**src/rtl/vga_pkg.sv**
```systemverilog
// vga_pkg: shared definitions for the VGA raster timing generator.
//   - vga_state_t : run/stop state machine encoding
//   - DEF_*       : default 800x600@72 timing constants
//   - axis_total  : derives the total count (active + porches + sync) of one axis
package vga_pkg;

   typedef enum logic [1:0] {
      ST_IDLE = 2'd0,
      ST_RUN  = 2'd1,
      ST_STOP = 2'd2
   } vga_state_t;

   localparam int unsigned DEF_H_ACT  = 32'd800;
   localparam int unsigned DEF_H_FP   = 32'd56;
   localparam int unsigned DEF_H_SYNC = 32'd120;
   localparam int unsigned DEF_H_BP   = 32'd64;
   localparam int unsigned DEF_V_ACT  = 32'd600;
   localparam int unsigned DEF_V_FP   = 32'd37;
   localparam int unsigned DEF_V_SYNC = 32'd6;
   localparam int unsigned DEF_V_BP   = 32'd23;

   function automatic int unsigned axis_total(input int unsigned act, input int unsigned fp,
                                              input int unsigned sync, input int unsigned bp);
      return act + fp + sync + bp;
   endfunction

endpackage

```
**src/rtl/vga_axis_counter.sv**
```systemverilog
// vga_axis_counter: one raster axis -- a wrap counter plus sync-window decode.
// Ports:
//   clk, rst_n  clock, asynchronous active-low reset
//   ce          pixel clock enable; the counter and sync flop update only when high
//   inc         advance the count (wraps from TOT-1 to 0)
//   clear       force the count to 0 (overrides inc)
//   run         the raster is live after this edge; gates the sync decode
//   cnt         current count (registered)
//   wrap        inc is high and the count sits at TOT-1 (independent of clear)
//   act_nxt     the count about to be loaded lies inside the active area
//   sync_out    registered sync, polarity POL, aligned with cnt
module vga_axis_counter
   import vga_pkg::*;
#(
   parameter int unsigned ACT  = DEF_H_ACT,
   parameter int unsigned FP   = DEF_H_FP,
   parameter int unsigned SYNC = DEF_H_SYNC,
   parameter int unsigned BP   = DEF_H_BP,
   parameter int unsigned W    = 32'd11,
   parameter bit          POL  = 1'b1
) (
   input  logic         clk,
   input  logic         rst_n,
   input  logic         ce,
   input  logic         inc,
   input  logic         clear,
   input  logic         run,
   output logic [W-1:0] cnt,
   output logic         wrap,
   output logic         act_nxt,
   output logic         sync_out
);

   localparam int unsigned TOT = axis_total(ACT, FP, SYNC, BP);
   // One extra bit so window bounds equal to 2**W still compare correctly.
   localparam logic [W:0] LAST_L    = (W+1)'(TOT - 32'd1);
   localparam logic [W:0] ACT_L     = (W+1)'(ACT);
   localparam logic [W:0] SYNC_LO_L = (W+1)'(ACT + FP);
   localparam logic [W:0] SYNC_HI_L = (W+1)'(ACT + FP + SYNC);

   logic [W-1:0] cnt_r;
   logic [W-1:0] cnt_nxt_s;
   logic [W:0]   cnt_ext_s;
   logic         at_last_s;
   logic         in_sync_s;

   assign at_last_s = ({1'b0, cnt_r} == LAST_L);
   // Kept apart from clear so the top can derive clear from wrap without a loop.
   assign wrap      = inc && at_last_s;

   // Next count: clear beats inc; inc wraps at TOT-1.
   always_comb begin
      cnt_nxt_s = cnt_r;
      if (clear) begin
         cnt_nxt_s = {W{1'b0}};
      end else if (inc) begin
         if (at_last_s) begin
            cnt_nxt_s = {W{1'b0}};
         end else begin
            cnt_nxt_s = cnt_r + {{(W-1){1'b0}}, 1'b1};
         end
      end else begin
         cnt_nxt_s = cnt_r;
      end
   end

   // Decode the value being loaded so the registered outputs line up with cnt.
   assign cnt_ext_s = {1'b0, cnt_nxt_s};
   assign act_nxt   = (cnt_ext_s < ACT_L);
   assign in_sync_s = (cnt_ext_s >= SYNC_LO_L) && (cnt_ext_s < SYNC_HI_L);

   // Count and sync registers, advanced on pixel-enable edges only.
   always_ff @(posedge clk or negedge rst_n) begin
      if (!rst_n) begin
         cnt_r    <= {W{1'b0}};
         sync_out <= ~POL;
      end else if (ce) begin
         cnt_r    <= cnt_nxt_s;
         sync_out <= (run && in_sync_s) ? POL : ~POL;
      end
   end

   assign cnt = cnt_r;

endmodule

```
**src/rtl/vga_timing_gen.sv**
```systemverilog
// vga_timing_gen: parametrised VGA raster timing generator with a run/stop
// state machine that only stops on a frame boundary.
// Optional feature macro: VGA_TIMING_FRAME_CNT_EN (adds 16-bit frame_cnt_out).
// Ports:
//   clk, rst_n        clock, asynchronous active-low reset
//   pix_ce            pixel clock enable; raster advances only when high
//   en                run request
//   hsync_out         horizontal sync, polarity H_POL
//   vsync_out         vertical sync, polarity V_POL
//   color_en_out      high inside the active area
//   x_out, y_out      horizontal / vertical counts
//   line_start_out    one-clk pulse when x becomes 0
//   frame_start_out   one-clk pulse when x and y become 0
//   frame_cnt_out     frame_start pulse count (only with VGA_TIMING_FRAME_CNT_EN)
//   busy_out          state machine is not idle
module vga_timing_gen
   import vga_pkg::*;
#(
   parameter int unsigned H_ACT  = DEF_H_ACT,
   parameter int unsigned H_FP   = DEF_H_FP,
   parameter int unsigned H_SYNC = DEF_H_SYNC,
   parameter int unsigned H_BP   = DEF_H_BP,
   parameter int unsigned V_ACT  = DEF_V_ACT,
   parameter int unsigned V_FP   = DEF_V_FP,
   parameter int unsigned V_SYNC = DEF_V_SYNC,
   parameter int unsigned V_BP   = DEF_V_BP,
   parameter bit          H_POL  = 1'b1,
   parameter bit          V_POL  = 1'b1,
   parameter int unsigned H_W    = 32'd11,
   parameter int unsigned V_W    = 32'd10
) (
   input  logic           clk,
   input  logic           rst_n,
   input  logic           pix_ce,
   input  logic           en,
   output logic           hsync_out,
   output logic           vsync_out,
   output logic           color_en_out,
   output logic [H_W-1:0] x_out,
   output logic [V_W-1:0] y_out,
   output logic           line_start_out,
   output logic           frame_start_out,
`ifdef VGA_TIMING_FRAME_CNT_EN
   output logic [15:0]    frame_cnt_out,
`endif
   output logic           busy_out
);

   vga_state_t state_r;
   vga_state_t state_nxt_s;
   logic       running_s;
   logic       run_nxt_s;
   logic       clear_s;
   logic       h_wrap_s;
   logic       v_wrap_s;
   logic       h_act_nxt_s;
   logic       v_act_nxt_s;
   logic       line_nxt_s;
   logic       frame_nxt_s;

   assign running_s = (state_r != ST_IDLE);

   // Next state from the pre-edge state only; v_wrap_s marks the last pixel of a frame.
   always_comb begin
      state_nxt_s = state_r;
      case (state_r)
         ST_IDLE: begin
            if (en) state_nxt_s = ST_RUN;
            else    state_nxt_s = ST_IDLE;
         end
         ST_RUN: begin
            if (en) state_nxt_s = ST_RUN;
            else    state_nxt_s = ST_STOP;
         end
         ST_STOP: begin
            if (en)            state_nxt_s = ST_RUN;
            else if (v_wrap_s) state_nxt_s = ST_IDLE;
            else               state_nxt_s = ST_STOP;
         end
         default: state_nxt_s = ST_IDLE;
      endcase
   end

   assign run_nxt_s   = (state_nxt_s != ST_IDLE);
   assign clear_s     = !run_nxt_s;
   // Leaving IDLE presents x=0,y=0, which counts as both a line and a frame start.
   assign line_nxt_s  = run_nxt_s && (!running_s || h_wrap_s);
   assign frame_nxt_s = run_nxt_s && (!running_s || v_wrap_s);

   vga_axis_counter #(
      .ACT (H_ACT), .FP (H_FP), .SYNC (H_SYNC), .BP (H_BP), .W (H_W), .POL (H_POL)
   ) u_h_axis (
      .clk      (clk),
      .rst_n    (rst_n),
      .ce       (pix_ce),
      .inc      (running_s),
      .clear    (clear_s),
      .run      (run_nxt_s),
      .cnt      (x_out),
      .wrap     (h_wrap_s),
      .act_nxt  (h_act_nxt_s),
      .sync_out (hsync_out)
   );

   vga_axis_counter #(
      .ACT (V_ACT), .FP (V_FP), .SYNC (V_SYNC), .BP (V_BP), .W (V_W), .POL (V_POL)
   ) u_v_axis (
      .clk      (clk),
      .rst_n    (rst_n),
      .ce       (pix_ce),
      .inc      (h_wrap_s),
      .clear    (clear_s),
      .run      (run_nxt_s),
      .cnt      (y_out),
      .wrap     (v_wrap_s),
      .act_nxt  (v_act_nxt_s),
      .sync_out (vsync_out)
   );

   // State and registered decode; strobes fall back to 0 on any clk without pix_ce.
   always_ff @(posedge clk or negedge rst_n) begin
      if (!rst_n) begin
         state_r         <= ST_IDLE;
         color_en_out    <= 1'b0;
         line_start_out  <= 1'b0;
         frame_start_out <= 1'b0;
         busy_out        <= 1'b0;
      end else if (pix_ce) begin
         state_r         <= state_nxt_s;
         color_en_out    <= run_nxt_s && h_act_nxt_s && v_act_nxt_s;
         line_start_out  <= line_nxt_s;
         frame_start_out <= frame_nxt_s;
         busy_out        <= run_nxt_s;
      end else begin
         line_start_out  <= 1'b0;
         frame_start_out <= 1'b0;
      end
   end

`ifdef VGA_TIMING_FRAME_CNT_EN
   // Frame counter: steps with each frame_start pulse, wrapping at 16 bits.
   always_ff @(posedge clk or negedge rst_n) begin
      if (!rst_n) begin
         frame_cnt_out <= 16'd0;
      end else if (pix_ce && frame_nxt_s) begin
         frame_cnt_out <= frame_cnt_out + 16'd1;
      end
   end
`endif

endmodule

```
**config.mk**
```make
export PLATFORM = sky130hd
export DESIGN_NAME = vga_timing_gen
export DESIGN_NICKNAME = d
export VERILOG_FILES = /design/src/rtl/vga_pkg.sv /design/src/rtl/vga_axis_counter.sv /design/src/rtl/vga_timing_gen.sv
export SDC_FILE = /design/constraint.sdc
export NUM_CORES = 1
export LEC_CHECK = 0
export ABC_CLOCK_PERIOD_IN_PS = 4800
export CORE_MARGIN = 2
export CORE_UTILIZATION = 59
export CTS_CLUSTER_DIAMETER = 50
export DETAILED_ROUTE_END_ITERATION = 8
export PLACE_DENSITY_LB_ADDON = 0.12
export SYNTH_ARGS = -nofsm -noshare
export SYNTH_HDL_FRONTEND = slang
export SYNTH_SLANG_ARGS = --single-unit
```
**constraint.sdc**
```tcl
create_clock -name clk -period 4.8 [get_ports clk]
set_clock_uncertainty 0.05 [all_clocks]
set_input_delay 0.72 -clock clk [delete_from_list [all_inputs] [get_ports clk]]
set_output_delay 0.72 -clock clk [all_outputs]
set_load 0.005 [all_outputs]
```
After elaboration in Yosys (flattened, before gate mapping)
Cells that the tools add are included.
- $add $sub $neg: 2
- multipliers: 0
- div/mod/pow operators: 0
- magnitude comparators: 6
- equal/unequal tests: 4
- shift-type cells: 0
- mux-type cells: 15
- bitwise gates (word level): 0
- reductions and logical operators: 16
- operators with widths (kind ; number):
    11-bit two-way mux ; 3
    10-bit two-way mux ; 3
    11-bit by 10-bit < comparator with 1-bit output (second input constant) ; 2
    10-bit < comparator (second input constant) ; 2
    11-bit by 1-bit adder with 11-bit output (second input constant) ; 1
    11-bit equality test (second input constant) ; 1
    11-bit by 10-bit greater-or-equal comparator with 1-bit output (second input constant) ; 1
    10-bit by 1-bit adder with 10-bit output (second input constant) ; 1
    10-bit equality test (second input constant) ; 1
    10-bit greater-or-equal comparator (second input constant) ; 1
    1-bit logical AND ; 10
    2-bit two-way mux ; 3
    2-bit one-hot mux with 3 select lines ; 1
    1-bit two-way mux ; 5
    2-bit nonzero test ; 2
    2-bit by 1-bit equality test with 1-bit output (second input constant) ; 1
    2-bit equality test (second input constant) ; 1
    2-bit zero test ; 1
    1-bit logical OR ; 2
    1-bit zero test ; 1
- bits in registers: 29
- bits in latches: 0
- bits in writable memories: 0
- memory bits (read-only): 0
- bits of input ports: 4
- word-level logic and storage cells: 52
- memories: 0

Depth between registers and ports, before layout
Gate-level depths: netlist of the first run.
- word-level depth: 12
- mapped depth: 11
- mapped depth without buffers: 9

Hierarchy
Synthesis of the first run repeated with hierarchy kept, for this count alone.
- cells, all modules: 253
- area, all modules: 2184.6 sq um
- modules (own cells, without submodules) (module ; instances ; cells an instance ; area an instance (sq um) ; seq. area each (sq um)):
    vga_axis_counter (u_h_axis) ; 1 ; 115 ; 1008.5 ; 300.3
    vga_axis_counter (u_v_axis) ; 1 ; 113 ; 887.1 ; 275.3
    vga_timing_gen ; 1 ; 25 ; 289.0 ; 150.1

Worst setup path before layout of the first run
Ideal clock, no wire load.
- kind: reg-to-reg
- from: register u_v_axis.cnt_r[0], in the netlist u_v_axis.cnt[0]
- to: register u_v_axis.sync_out
- data arrival time: 2.197 ns
- required time: 4.684 ns
- setup slack: 2.488 ns
- stages on the path, launching flop included: 10
- period minus slack after synthesis: 2.312 ns
- cells stage by stage: dfrtp_1 > ha_1 > nor3b_1 > and3_1 > buf_6 > nor4b_2 > a21oi_1 > or4_1 > o22ai_1 > a32o_2
- word-level cells in the longest chain between the ends: 11
- ends and longest elaborated chain (item ; line ; text):
    start, declared ; vga_axis_counter.sv:41 ; logic [W-1:0] cnt_r;
    start signal, assigned ; vga_axis_counter.sv:75 ; cnt_r <= {W{1'b0}};
    start signal, assigned ; vga_axis_counter.sv:78 ; cnt_r <= cnt_nxt_s;
    10-bit equality test ; vga_axis_counter.sv:47 ; assign at_last_s = ({1'b0, cnt_r} == LAST_L);
    1-bit logical AND ; vga_axis_counter.sv:49 ; assign wrap = inc && at_last_s;
    2-bit two-way mux ; vga_timing_gen.sv:77 ; else if (v_wrap_s) state_nxt_s = ST_IDLE;
    2-bit two-way mux ; vga_timing_gen.sv:76 ; if (en) state_nxt_s = ST_RUN;
    2-bit one-hot mux with 3 select lines ; vga_timing_gen.sv:66 ; case (state_r)
    2-bit nonzero test ; vga_timing_gen.sv:84 ; assign run_nxt_s = (state_nxt_s != ST_IDLE);
    10-bit two-way mux ; vga_axis_counter.sv:54 ; if (clear) begin
    10-bit greater-or-equal comparator or 10-bit < comparator (tied branches) ; vga_axis_counter.sv:70 ; assign in_sync_s = (cnt_ext_s >= SYNC_LO_L) && (cnt_ext_s < SYNC_HI_L);
    1-bit logical AND ; vga_axis_counter.sv:70 ;
    1-bit logical AND * ; vga_axis_counter.sv:79 ; sync_out <= (run && in_sync_s) ? POL : ~POL;
    1-bit two-way mux * ; vga_axis_counter.sv:79 ;
    end signal, assigned ; vga_axis_counter.sv:76 ; sync_out <= ~POL;
    end signal, assigned ; vga_axis_counter.sv:79 ;
    end, declared ; vga_axis_counter.sv:31 ; output logic sync_out
Every way passes the cells marked *; elsewhere a longest branch is shown, timed or not.
A chain may end at the register's enable or synchronous reset.

Worst setup path in the final report of the first run
- from: register u_h_axis.cnt_r[0], in the netlist u_h_axis.cnt[0]
- to: register u_h_axis.cnt_r[0], in the netlist u_h_axis.cnt[0]
- word-level cells in the longest chain between the ends: 8
- ends and longest elaborated chain (item ; line):
    start, declared ; vga_axis_counter.sv:41
    start signal, assigned ; vga_axis_counter.sv:75
    start signal, assigned ; vga_axis_counter.sv:78
    11-bit equality test ; vga_axis_counter.sv:47
    1-bit logical AND (2 in series) ; vga_axis_counter.sv:49
    2-bit two-way mux ; vga_timing_gen.sv:77
    2-bit two-way mux ; vga_timing_gen.sv:76
    2-bit one-hot mux with 3 select lines ; vga_timing_gen.sv:66
    2-bit nonzero test ; vga_timing_gen.sv:84
    11-bit two-way mux * ; vga_axis_counter.sv:54
Marks and branches as above.

==> out/results.ini, run 1 <==
[placed_design]
gp_congestion = 0.914
dp_hpwl_um = 3570
io_buffers = 30
post-place-cells = 305
dp_slack_ns = 1.82
place_area_mm2 = 0.00238

[global_route]
grt_pass1_vias = 1831
grt_antenna_before_repair = 0
grt_pass1_wl_um = 8850
grt_remaining_overflow = 0
grt_start_max_net_pins = 30
grtUsageTotal = 0.272

[timing]
fmax_mhz = 332
grt_setup_unrepaired = no
fin_ws_ns = 1.79
finalMaxSlewViolations = 0
tightest_slew_ns = 0.687
hold_violations = 0
finalSetupViolCount = 0
slew_headroom = 0.542
tns_ns = 0
period_share = 0.627
min_period_ns = 3.01

[synth]
yosys_most_used_dff = dfrtp_1
syn_inst = 246
yosys_warnings = 0
ys_seq_area_frac = 0.338
synth_seq_cells = 29
avgSynthCellArea_um2 = 8.73
synth_fp_nets = 253
synth_edf_count = 0
synth-async-reset-ratio = 1.00
synth.cell_area_mm2 = 0.00215
ys_types = 68

[critical_path]
end_kind = register
startpoint_type = register
path_max_fanout = 15
cp_data_required_time_ns = 4.96
crit_type = register to register
cp_data_arrival_time_ns = 3.17

[clock_network]
insertion_delay_ns = 0.33
clockBufferDepth = 2
numCtsBuffers = 5
postCtsHoldBufs = 0
clk_pin_slew_ns = 0.08
cts_tree = done
cts_sinks = 29
cts_root_buf = clkbuf_4
cts_resized = 0
postCtsSetupBuffers = 0
h-tree-depth = 2

[cells_and_area]
design_area_mm2 = 0.00244
drive_gt1_frac = 0.102
n_fill_cell = 285
area_delta_synth_final_pct = 13.5
final_cells = 312
regArea_um2 = 726
final_nets = 273
multi_input_area_mm2 = 0.00126
post-route-util = 0.713
n_antenna_cell = 0

[run_status]
outcome = finished clean

[power]
p_seq_frac = 0.497
comb_power_share = 0.268
p_int_uw = 419
ir_worst_vdd_mv = 0.146
clockPowerShare = 0.234
power.density_mw_per_mm2 = 256
switching_share = 0.329
p_leak_uw = 0.000961
power.switching_uw = 206

[route]
via_per_inst = 6.58
dr.pass1.iters = 4
routed-via-count = 2053
ant_nets = 0
drt_iter0_drc = 173
drt-wirelength-per-cell_um = 16.5
drc = 0
wirelength_um = 5160

[die]
die_w_um = 64.3
die_area_mm2 = 0.00414
row_count = 21
core_area_mm2 = 0.00342
die_h_um = 64.3
io_pins = 31
start_util = 0.629

[job]
maxCapViolCount = 0

[hold_path]
hp-class = register to register

## worst paths after layout
check | cells after the start | from | slack [ns] | to
setup / recovery | 7 | u_h_axis.cnt[0]$_DFFE_PN0P_ | 1.79 | u_h_axis.cnt[0]$_DFFE_PN0P_
hold reg to reg | 1 | u_v_axis.sync_out$_DFFE_PN0P_ | 0.45 | u_v_axis.sync_out$_DFFE_PN0P_
min in group asynchronous | 2 | rst_n | 0.72 | u_h_axis.cnt[6]$_DFFE_PN0P_
setup reg to reg | 7 | u_h_axis.cnt[0]$_DFFE_PN0P_ | 1.79 | u_h_axis.cnt[0]$_DFFE_PN0P_
max in group asynchronous | 2 | rst_n | 3.71 | u_v_axis.cnt[7]$_DFFE_PN0P_
hold / removal | 1 | u_v_axis.sync_out$_DFFE_PN0P_ | 0.45 | u_v_axis.sync_out$_DFFE_PN0P_
## metrics by stage
| stage | hold WS (ns) | total power (uW) |
|---|---|---|
| 2_1_floorplan | 0.374 | 419 |
| 3_3_place_gp | 0.435 | 478 |
| 3_5_place_dp | 0.431 | 482 |
| 4_1_cts | 0.456 | 626 |
| 5_1_grt | 0.483 | 666 |
| 6_report | 0.449 | 625 |
## routing by layer
layer  global-route usage  wire, um
met1                0.411      2430
met2                0.389      2240
met3               0.0405       382
met4                0.104       100
met5                    0         0
## cells by family (layout without fill, tap and decap cells)
| group | count (synthesis) | count (layout) | share of synthesized area |
|---|---|---|---|
| fa+ha+maj | 3 | 3 | 0.0175 |
| xor+xnor | 6 | 6 | 0.0245 |
| flops | 29 | 29 | 0.338 |
| buf+inv | 26 | 46 | 0.0752 |
| compound gates | 80 | 80 | 0.265 |
| simple gates | 96 | 96 | 0.251 |
| mux | 6 | 6 | 0.0297 |
## worst max-delay path, cell delays in order (launching register included)
cell	delay, ns
dfrtp_1	0.43
ha_1	0.33
o2111a_1	0.29
nand3_1	0.37
o211a_2	0.44
o21ai_2	0.57
nor2_1	0.13
mux2_2	0.28
## registers in the layout (all words and copies together), names as in the netlist
signal             count
busy_out               1
line_start_out         1
state_r                2
u_v_axis.cnt          10
u_v_axis.sync_out      1
u_h_axis.sync_out      1
color_en_out           1
frame_start_out        1
u_h_axis.cnt          11
## power by group through the flow
stage	combinational (uW)	clock (uW)	sequential, uW
after floorplan	126	0	293
after global placement	164	0	314
after detailed placement	167	0	314
after CTS	168	149	310
after global routing	188	163	315
final	168	146	311
## cells in the mapped netlist, types with 2 or more instances
cell type / instances / area, um2
o31ai_1: 7 / 52.6
o21bai_1: 3 / 22.5
nand4_1: 5 / 31.3
mux2i_1: 3 / 30.0
buf_2: 6 / 30.0
buf_6: 4 / 45.0
and3_1: 5 / 31.3
o41ai_1: 3 / 26.3
o2111ai_1: 2 / 17.5
xnor2_1: 2 / 17.5
a22o_1: 3 / 26.3
xor2_1: 4 / 35.0
and2_2: 3 / 22.5
or3_1: 2 / 12.5
or2_2: 2 / 12.5
o22ai_1: 4 / 25.0
o21ba_2: 2 / 20.0
nand2_1: 25 / 93.8
or4_1: 2 / 15.0
o21ai_0: 19 / 95.1
nor2_1: 12 / 45.0
a21o_1: 2 / 15.0
a31oi_1: 2 / 12.5
clkbuf_8: 2 / 27.5
inv_1: 7 / 26.3
a21oi_1: 12 / 60.1
nand3_1: 9 / 45.0
mux2_2: 3 / 33.8
nor4_1: 4 / 25.0
a211oi_1: 2 / 15.0
and3_2: 2 / 15.0
nor3_1: 8 / 40.0
nor3b_1: 2 / 15.0
nor2b_1: 4 / 25.0
nor4b_1: 2 / 17.5
dfrtp_1: 29 / 726
clkbuf_1: 4 / 15.0
ha_1: 3 / 37.5
o2111a_1: 2 / 22.5
## cell type report
cell class	count	area share
sequential	29	0.298
tap	46	0.0236
multi-input combinational	191	0.517
timing repair buffer	31	0.126
clock buffer	7	0.0226
inverter	8	0.0123
## cells in the final DEF, fill, tap and decap left out, types with 4 or more instances in the layout
master           Yosys  final
nor4_1               4      4
dfrtp_1             29     29
clkbuf_4             0      5
nand3_1              9      9
clkdlybuf4s50_1      0     30
nand2_1             25     25
and3_1               5      5
nand4_1              5      5
nor2b_1              4      4
inv_1                7      7
a21oi_1             12     12
o31ai_1              7      7
nor2_1              12     12
xor2_1               4      4
nor3_1               8      8
o22ai_1              4      4
o21ai_0             19     19
Note: power is estimated with default switching activity, not from simulation.
==> run 2, diff against run 1 <==
Settings changed: ABC_CLOCK_PERIOD_IN_PS 4800 to 2800, CORE_UTILIZATION 59 to 55.
Clock period 4.8 ns to 2.8 ns, I/O delays scaled along.
==> out/results.ini, run 2 (same netlist as run 1, synthesis figures left out) <==
[run_status]
outcome = finished clean  ; unchanged

[timing]
fmax_mhz = 394  ; was 332 MHz
tns_ns = 0  ; unchanged
min_period_ns = 2.54  ; was 3.01 ns
grt_setup_unrepaired = no  ; unchanged
tightest_slew_ns = 0.482  ; was 0.687 ns
hold_violations = 0  ; unchanged
finalSetupViolCount = 0  ; unchanged
finalMaxSlewViolations = 0  ; unchanged
fin_ws_ns = 0.263  ; was 1.79 ns
period_share = 0.906  ; was 0.627
slew_headroom = 0.678  ; was 0.542

[power]
ir_worst_vdd_mv = 0.271  ; was 0.146 mV
power.density_mw_per_mm2 = 463  ; was 256 mW/mm2
p_leak_uw = 0.00105  ; was 0.000961 uW

[route]
dr.pass1.iters = 6  ; was 4
drt-wirelength-per-cell_um = 17.3  ; was 16.5 um
ant_nets = 0  ; unchanged
drc = 0  ; unchanged
routed-via-count = 2124  ; was 2053
drt_iter0_drc = 282  ; was 173
via_per_inst = 6.42  ; was 6.58
wirelength_um = 5740  ; was 5160 um

[cells_and_area]
largest_register_ffs = 11  ; unchanged
area_delta_synth_final_pct = 20.3  ; was 13.5%
n_fill_cell = 323  ; was 285
most-common-layout-cells = clkdlybuf4s50_1, dfrtp_1, nand2_1  ; unchanged
mostFrequentLayoutCell = clkdlybuf4s50_1  ; unchanged
final_nets = 289  ; was 273
design_area_mm2 = 0.00258  ; was 0.00244 mm2
multi_input_area_mm2 = 0.00126  ; unchanged
regArea_um2 = 726  ; unchanged
n_antenna_cell = 0  ; unchanged
drive_gt1_frac = 0.148  ; was 0.102
post-route-util = 0.695  ; was 0.713

[global_route]
grt_antenna_before_repair = 0  ; unchanged
grtUsageTotal = 0.290  ; was 0.272
grt_start_max_net_pins = 30  ; unchanged
grt_remaining_overflow = 0  ; unchanged
grt_pass1_wl_um = 9670  ; was 8850 um
grt_pass1_vias = 1902  ; was 1831

[die]
die_h_um = 66.5  ; was 64.3 um
start_util = 0.578  ; was 0.629
row_count = 22  ; was 21
io_pins = 31  ; unchanged
die_w_um = 66.5  ; was 64.3 um
core_area_mm2 = 0.00372  ; was 0.00342 mm2
die_area_mm2 = 0.00442  ; was 0.00414 mm2

[clock_network]
postCtsHoldBufs = 0  ; unchanged
cts_resized = 0  ; unchanged
numCtsBuffers = 5  ; unchanged
clockBufferDepth = 2  ; unchanged
cts_sinks = 29  ; unchanged
insertion_delay_ns = 0.30  ; was 0.33 ns
postCtsSetupBuffers = 0  ; unchanged
cts_tree = done  ; unchanged
cts_root_buf = clkbuf_8  ; was clkbuf_4
h-tree-depth = 2  ; unchanged
clk_pin_slew_ns = 0.07  ; was 0.08 ns

[hold_path]
hp-class = input pin to async pin  ; was register to register

[critical_path]
startpoint_type = register  ; unchanged
crit_type = register to register  ; unchanged
cp_data_required_time_ns = 2.98  ; was 4.96 ns
path_max_fanout = 12  ; was 15
r2r_cells = 8  ; was 7
end_kind = register  ; unchanged
cp_data_arrival_time_ns = 2.72  ; was 3.17 ns

[placed_design]
io_buffers = 30  ; unchanged
dp_hpwl_um = 4160  ; was 3570 um
dp_slack_ns = 0.299  ; was 1.82 ns
place_area_mm2 = 0.00250  ; was 0.00238 mm2
gp_congestion = 1.01  ; was 0.914

[job]
maxCapViolCount = 0  ; unchanged

## run 2: changes by cell type in the layout (fill, tap and decap cells not counted), sizes merged
cell,delta
clkbuf,+1
buf,+16
## run 2: metal layers
metal / global-route usage / vias to the layer above / part of all wire
met3: 0.0608 / 11 / 0.079
met5: 0 / - / 0
met1: 0.433 / 1010 / 0.47
met4: 0.102 / 0 / 0.018
met2: 0.411 / 101 / 0.43
li1: - / 1002 / -
## run 2: worst max-delay path, stage by stage (launching register included)
cell      delay [ns]
dfrtp_1         0.45
ha_1            0.23
o2111a_1        0.24
and3_2          0.32
nand3_1         0.12
mux2i_1         0.18
or4_1           0.55
o22ai_1         0.16
a32o_2          0.19
## run 2: layout make-up
| cell class | instances | share of cell area |
|---|---|---|
| clock buffers | 8 | 0.0310 |
| inverters | 8 | 0.0116 |
| multi-input cells | 191 | 0.488 |
| flip-flops and latches | 29 | 0.281 |
| well taps | 48 | 0.0232 |
| repair buffers | 47 | 0.166 |
## run 2: where the power goes
group	leakage (uW)	internal (uW)	switching (uW)
Clock	0.0000395	176	163
Sequential	0.000390	458	65.4
Combinational	0.000619	166	168
## run 2: through the flow
stage / power [uW] / hold slack [ns] / instances
finish: 1200 / 0.467 / 331
detailed placement: 861 / 0.438 / 323
global route: 1260 / 0.473 / 331
floorplan: 719 / 0.0744 / 246
CTS: 1200 / 0.463 / 331
global placement: 848 / 0.446 / 323
## run 2: worst paths after layout
check | startpoint | to | slack, ns
worst max-delay path | u_h_axis.cnt[1]$_DFFE_PN0P_ | u_v_axis.sync_out$_DFFE_PN0P_ | 0.26
worst min-delay path | rst_n | u_h_axis.cnt[5]$_DFFE_PN0P_ | 0.47
worst max register to register | u_h_axis.cnt[1]$_DFFE_PN0P_ | u_v_axis.sync_out$_DFFE_PN0P_ | 0.26
worst min register to register | u_v_axis.sync_out$_DFFE_PN0P_ | u_v_axis.sync_out$_DFFE_PN0P_ | 0.47
max in group asynchronous | rst_n | state_r[1]$_DFFE_PN0P_ | 1.95
min in group clk | u_v_axis.sync_out$_DFFE_PN0P_ | u_v_axis.sync_out$_DFFE_PN0P_ | 0.47
==> variant 1: new RTL, settings of run 2 <==
Add a define of `VGA_TIMING_FRAME_CNT_EN`.
--- a/src/rtl/vga_timing_gen.sv
+++ b/src/rtl/vga_timing_gen.sv
@@ -13,6 +13,8 @@
 //   frame_start_out   one-clk pulse when x and y become 0
 //   frame_cnt_out     frame_start pulse count (only with VGA_TIMING_FRAME_CNT_EN)
 //   busy_out          state machine is not idle
+`define VGA_TIMING_FRAME_CNT_EN
+
 module vga_timing_gen
    import vga_pkg::*;
 #(
Formal check against the unedited RTL (old outputs only; new: frame_cnt_out): equivalent (equiv_simple and equiv_induct, registers matched by name and starting in step).
==> variant 1 against run 2 <==
- cell area rose by 53%
- power grew 52%
- area after synthesis grew 43%
- critical path depth up 1
- first-iteration DRC count decreased by 11%
- non-clock buffer count grew 39
- worst setup slack lost 0.20 ns
- wire length is 48% higher
- sequential cell count grew 16
- sequential power increased by 53%
==> variant 1: results (changes against run 2) <==
Lkg Pwr=0.001560 µW (+49%); clk slew on worst S/H paths=0.09 ns (+0.02 ns); top post-synthesis cells by count=nand2_1, dfrtp_1, o21ai_0; number of port buffers=46 (+53%); met3 WL post-DR=497 µm (+10%); met3 Usage GRT=3.563% (-2.5 points); fraction of area in multi-input gates=45.94% (-2.8 points); Synth Area in Compound Gates=21.10% (-5.4 points); Hold WS=0.1290 ns (-0.3385 ns); Worst EP arrival=2.93 ns (+0.21 ns); worst slack, placed=0.03828 ns (-0.2608 ns); reg2reg start=u_h_axis.cnt[0]; share of cells above drive strength 1=18.18% (+3.3 points); Synth area leaders=dfrtp_1, nand2_1, xnor2_1; Post-Route WL=8522 µm (+48%); wire per inst=17.39 µm (+0.26%); inverter count=11 (+3); R2R depth=9 (+1); run status=finished clean; crit path max fanout=9 (-3); drt initial violations=252 (-11%); mux contribution to synthesized area=1.063% (-1.9 points); Multi-input gate area=1810 µm² (+44%); GRT Total Usage=28.27% (-0.77 points); max FFs per register=16 (+5); ClkCell Share=2.825% (-0.27 points); synthesized-area fraction occupied by xor and xnor cells=7.441% (+5.0 points); worst vdd ir=0.0004471 V (+65%); Filler Cells Inserted=422 (+31%)
variant 1: cell types whose count changed after synthesis, moves of 4 or more:
cell,run 2,this run
xnor2_1,2,19
dfrtp_1,29,45
clkbuf_1,4,17
nand2_1,25,49
o31ai_1,7,12
o21ai_0,19,24
nor2_1,12,19
inv_1,7,11
nand3_1,9,13
nand4_1,5,9
o211ai_1,1,5
variant 1: cells by family (layout without fill, tap and decap cells):
logic type,after synthesis,after routing
simple gates,141,141
fa+ha+maj,5,5
buf+inv,36,105
compound gates,93,93
xor+xnor,26,26
flops,45,45
mux,3,3
variant 1: worst max-delay path, cell delays in order (launching register included):
cell       delay [ns]
dfrtp_2          0.39
ha_4             0.13
or4b_4           0.51
or4_4            0.55
buf_6            0.16
o21ai_1          0.12
a2bb2oi_1        0.07
or4_1            0.41
o22ai_1          0.15
a22o_1           0.14
variant 1: where the power goes:
group          internal (µW)  switching, µW
clock network            268            229
registers                717           81.7
logic                    275            254
==> variant 2: new RTL, flow settings as in run 2 <==
Made on the original files. Add an input register stage for `en`, with the module's reset; this delays it by one clock. The other inputs are not delayed to match.
--- a/src/rtl/vga_timing_gen.sv
+++ b/src/rtl/vga_timing_gen.sv
@@ -46,6 +46,16 @@
    output logic           busy_out
 );
 
+   logic en_q;
+
+   always_ff @(posedge clk or negedge rst_n) begin
+      if (!rst_n) begin
+         en_q <= '0;
+      end else begin
+         en_q <= en;
+      end
+   end
+
    vga_state_t state_r;
    vga_state_t state_nxt_s;
    logic       running_s;
@@ -65,15 +75,15 @@
       state_nxt_s = state_r;
       case (state_r)
          ST_IDLE: begin
-            if (en) state_nxt_s = ST_RUN;
+            if (en_q) state_nxt_s = ST_RUN;
             else    state_nxt_s = ST_IDLE;
          end
          ST_RUN: begin
-            if (en) state_nxt_s = ST_RUN;
+            if (en_q) state_nxt_s = ST_RUN;
             else    state_nxt_s = ST_STOP;
          end
          ST_STOP: begin
-            if (en)            state_nxt_s = ST_RUN;
+            if (en_q)            state_nxt_s = ST_RUN;
             else if (v_wrap_s) state_nxt_s = ST_IDLE;
             else               state_nxt_s = ST_STOP;
          end
Function: changed (Yosys sat finds a counterexample within 4 cycles, from zero or initial values and one cycle with rst_n low).
==> variant 2 against run 2 <==
- sequential share of layout area is 0.73 points higher
- wire length is 0.19% lower
- via count is 0.56% lower
- largest power group unchanged
- power is 2.2% higher
- worst setup slack worse by 0.0060 ns
- cell area is 0.82% higher
- final cell count is 0.30% lower
- area after synthesis is 1.2% higher
- clock power is 5.9% higher
- count of clock-buffer cells in the layout is 1 lower
- global-route usage is 0.39 points higher
- sequential cell count is 1 higher
- synthesized cell count is 0.41% higher
==> variant 2: results (changes against run 2) <==
run status=finished clean; GRT Total Usage=29.43% (+0.39 points); Filler Cells Inserted=309 (-4.3%); Worst EP arrival=2.71 ns (about the same); Synth area leaders=dfrtp_1, o21ai_0, nand2_1; max FFs per register=11 (unchanged); final net count=288 (-0.35%); Clk power=359 µW (+5.9%); drt initial violations=256 (-9.2%); synthesized netlist cell count=247 (+0.41%); share of cells above drive strength 1=14.89% (+0.053 points); post-CTS setup buffers=0 (unchanged); drt pass-1 iters=4 (-2); power per cell area=469.6 nW/µm² (+1.4%); met1 WL=2703 µm (-0.41%); Post-Route WL=5731 µm (-0.19%); Via density=6.400 (-0.26%); Multi-input comb cells=191 (unchanged); vias in the first global route=1,924 (+1.2%); global-route wire length before repair=9798 µm (+1.4%); slowest stage delay, CP=0.55 ns (about the same); synthesized flop and latch total=30 (+3.4%); critical path launch point=u_h_axis.cnt[0]; Non-CTS buffers=45 (-4.3%); sequential cell area share=28.82% (+0.73 points); top post-synthesis cells by count=dfrtp_1, nand2_1, o21ai_0; ClkCell Share=3.506% (+0.41 points); Lkg Pwr=0.001059 µW (+0.95%); fraction of area in multi-input gates=48.37% (-0.40 points); PostCTS Resize Cnt=0 (unchanged); largest net degree at the start of global routing=31 (+3.3%); placed cell count=322 (-0.31%); Least-Margin Pin Slew=0.4474 ns (-0.03477 ns); post-synthesis sequential area ratio=34.56% (+0.76 points); worst vdd ir=0.0003270 V (+21%); Detail Placement HPWL=4076 µm (-2.1%); Layout non-clock buf frac=15.85% (-0.71 points); # clk buffers=7 (-1); gpl congestion=0.9128 (-9.8%); metal2 WL=2524 µm (+2.0%); Non-Filler Instances=330 (-0.30%); Skew-Pair Late Insertion Delay=0.28 ns (-0.02 ns); Sw Ratio=31.79% (-1.3 points); met3 WL post-DR=446 µm (-1.1%); Hold WS=0.4750 ns (+0.007543 ns)
==> variant 2: cell count changes after synthesis, sizes merged <==
| cell | delta |
|---|---|
| dfrtp | +1 |
==> variant 2: metrics by stage <==
step                instance area [µm²]  setup WS (ns)
CTS                                2605         0.2856
global placement                   2514         0.4114
floorplan                          2172         0.4878
finish                             2605         0.2568
global route                       2605        0.06363
detailed placement                 2514         0.3089
==> variant 2: kinds of logic (layout without fill, tap and decap cells) <==
logic type / after synthesis / in the layout / share of synthesized area [%]
adders and majority gates: 3 / 3 / 1.728
muxes: 6 / 6 / 2.938
xor gates and xnor gates: 6 / 6 / 2.419
buffers and inverters: 26 / 61 / 7.431
AOI/OAI and AO/OA: 80 / 80 / 26.15
DFF: 30 / 30 / 34.56
and+or+nand+nor: 96 / 96 / 24.77
==> variant 2: routing by layer <==
metal,GRT usage [%],vias up
li1,-,1002
met1,42.87,1022
met2,43.00,82
met3,6.419,6
met4,9.439,0
met5,0,-
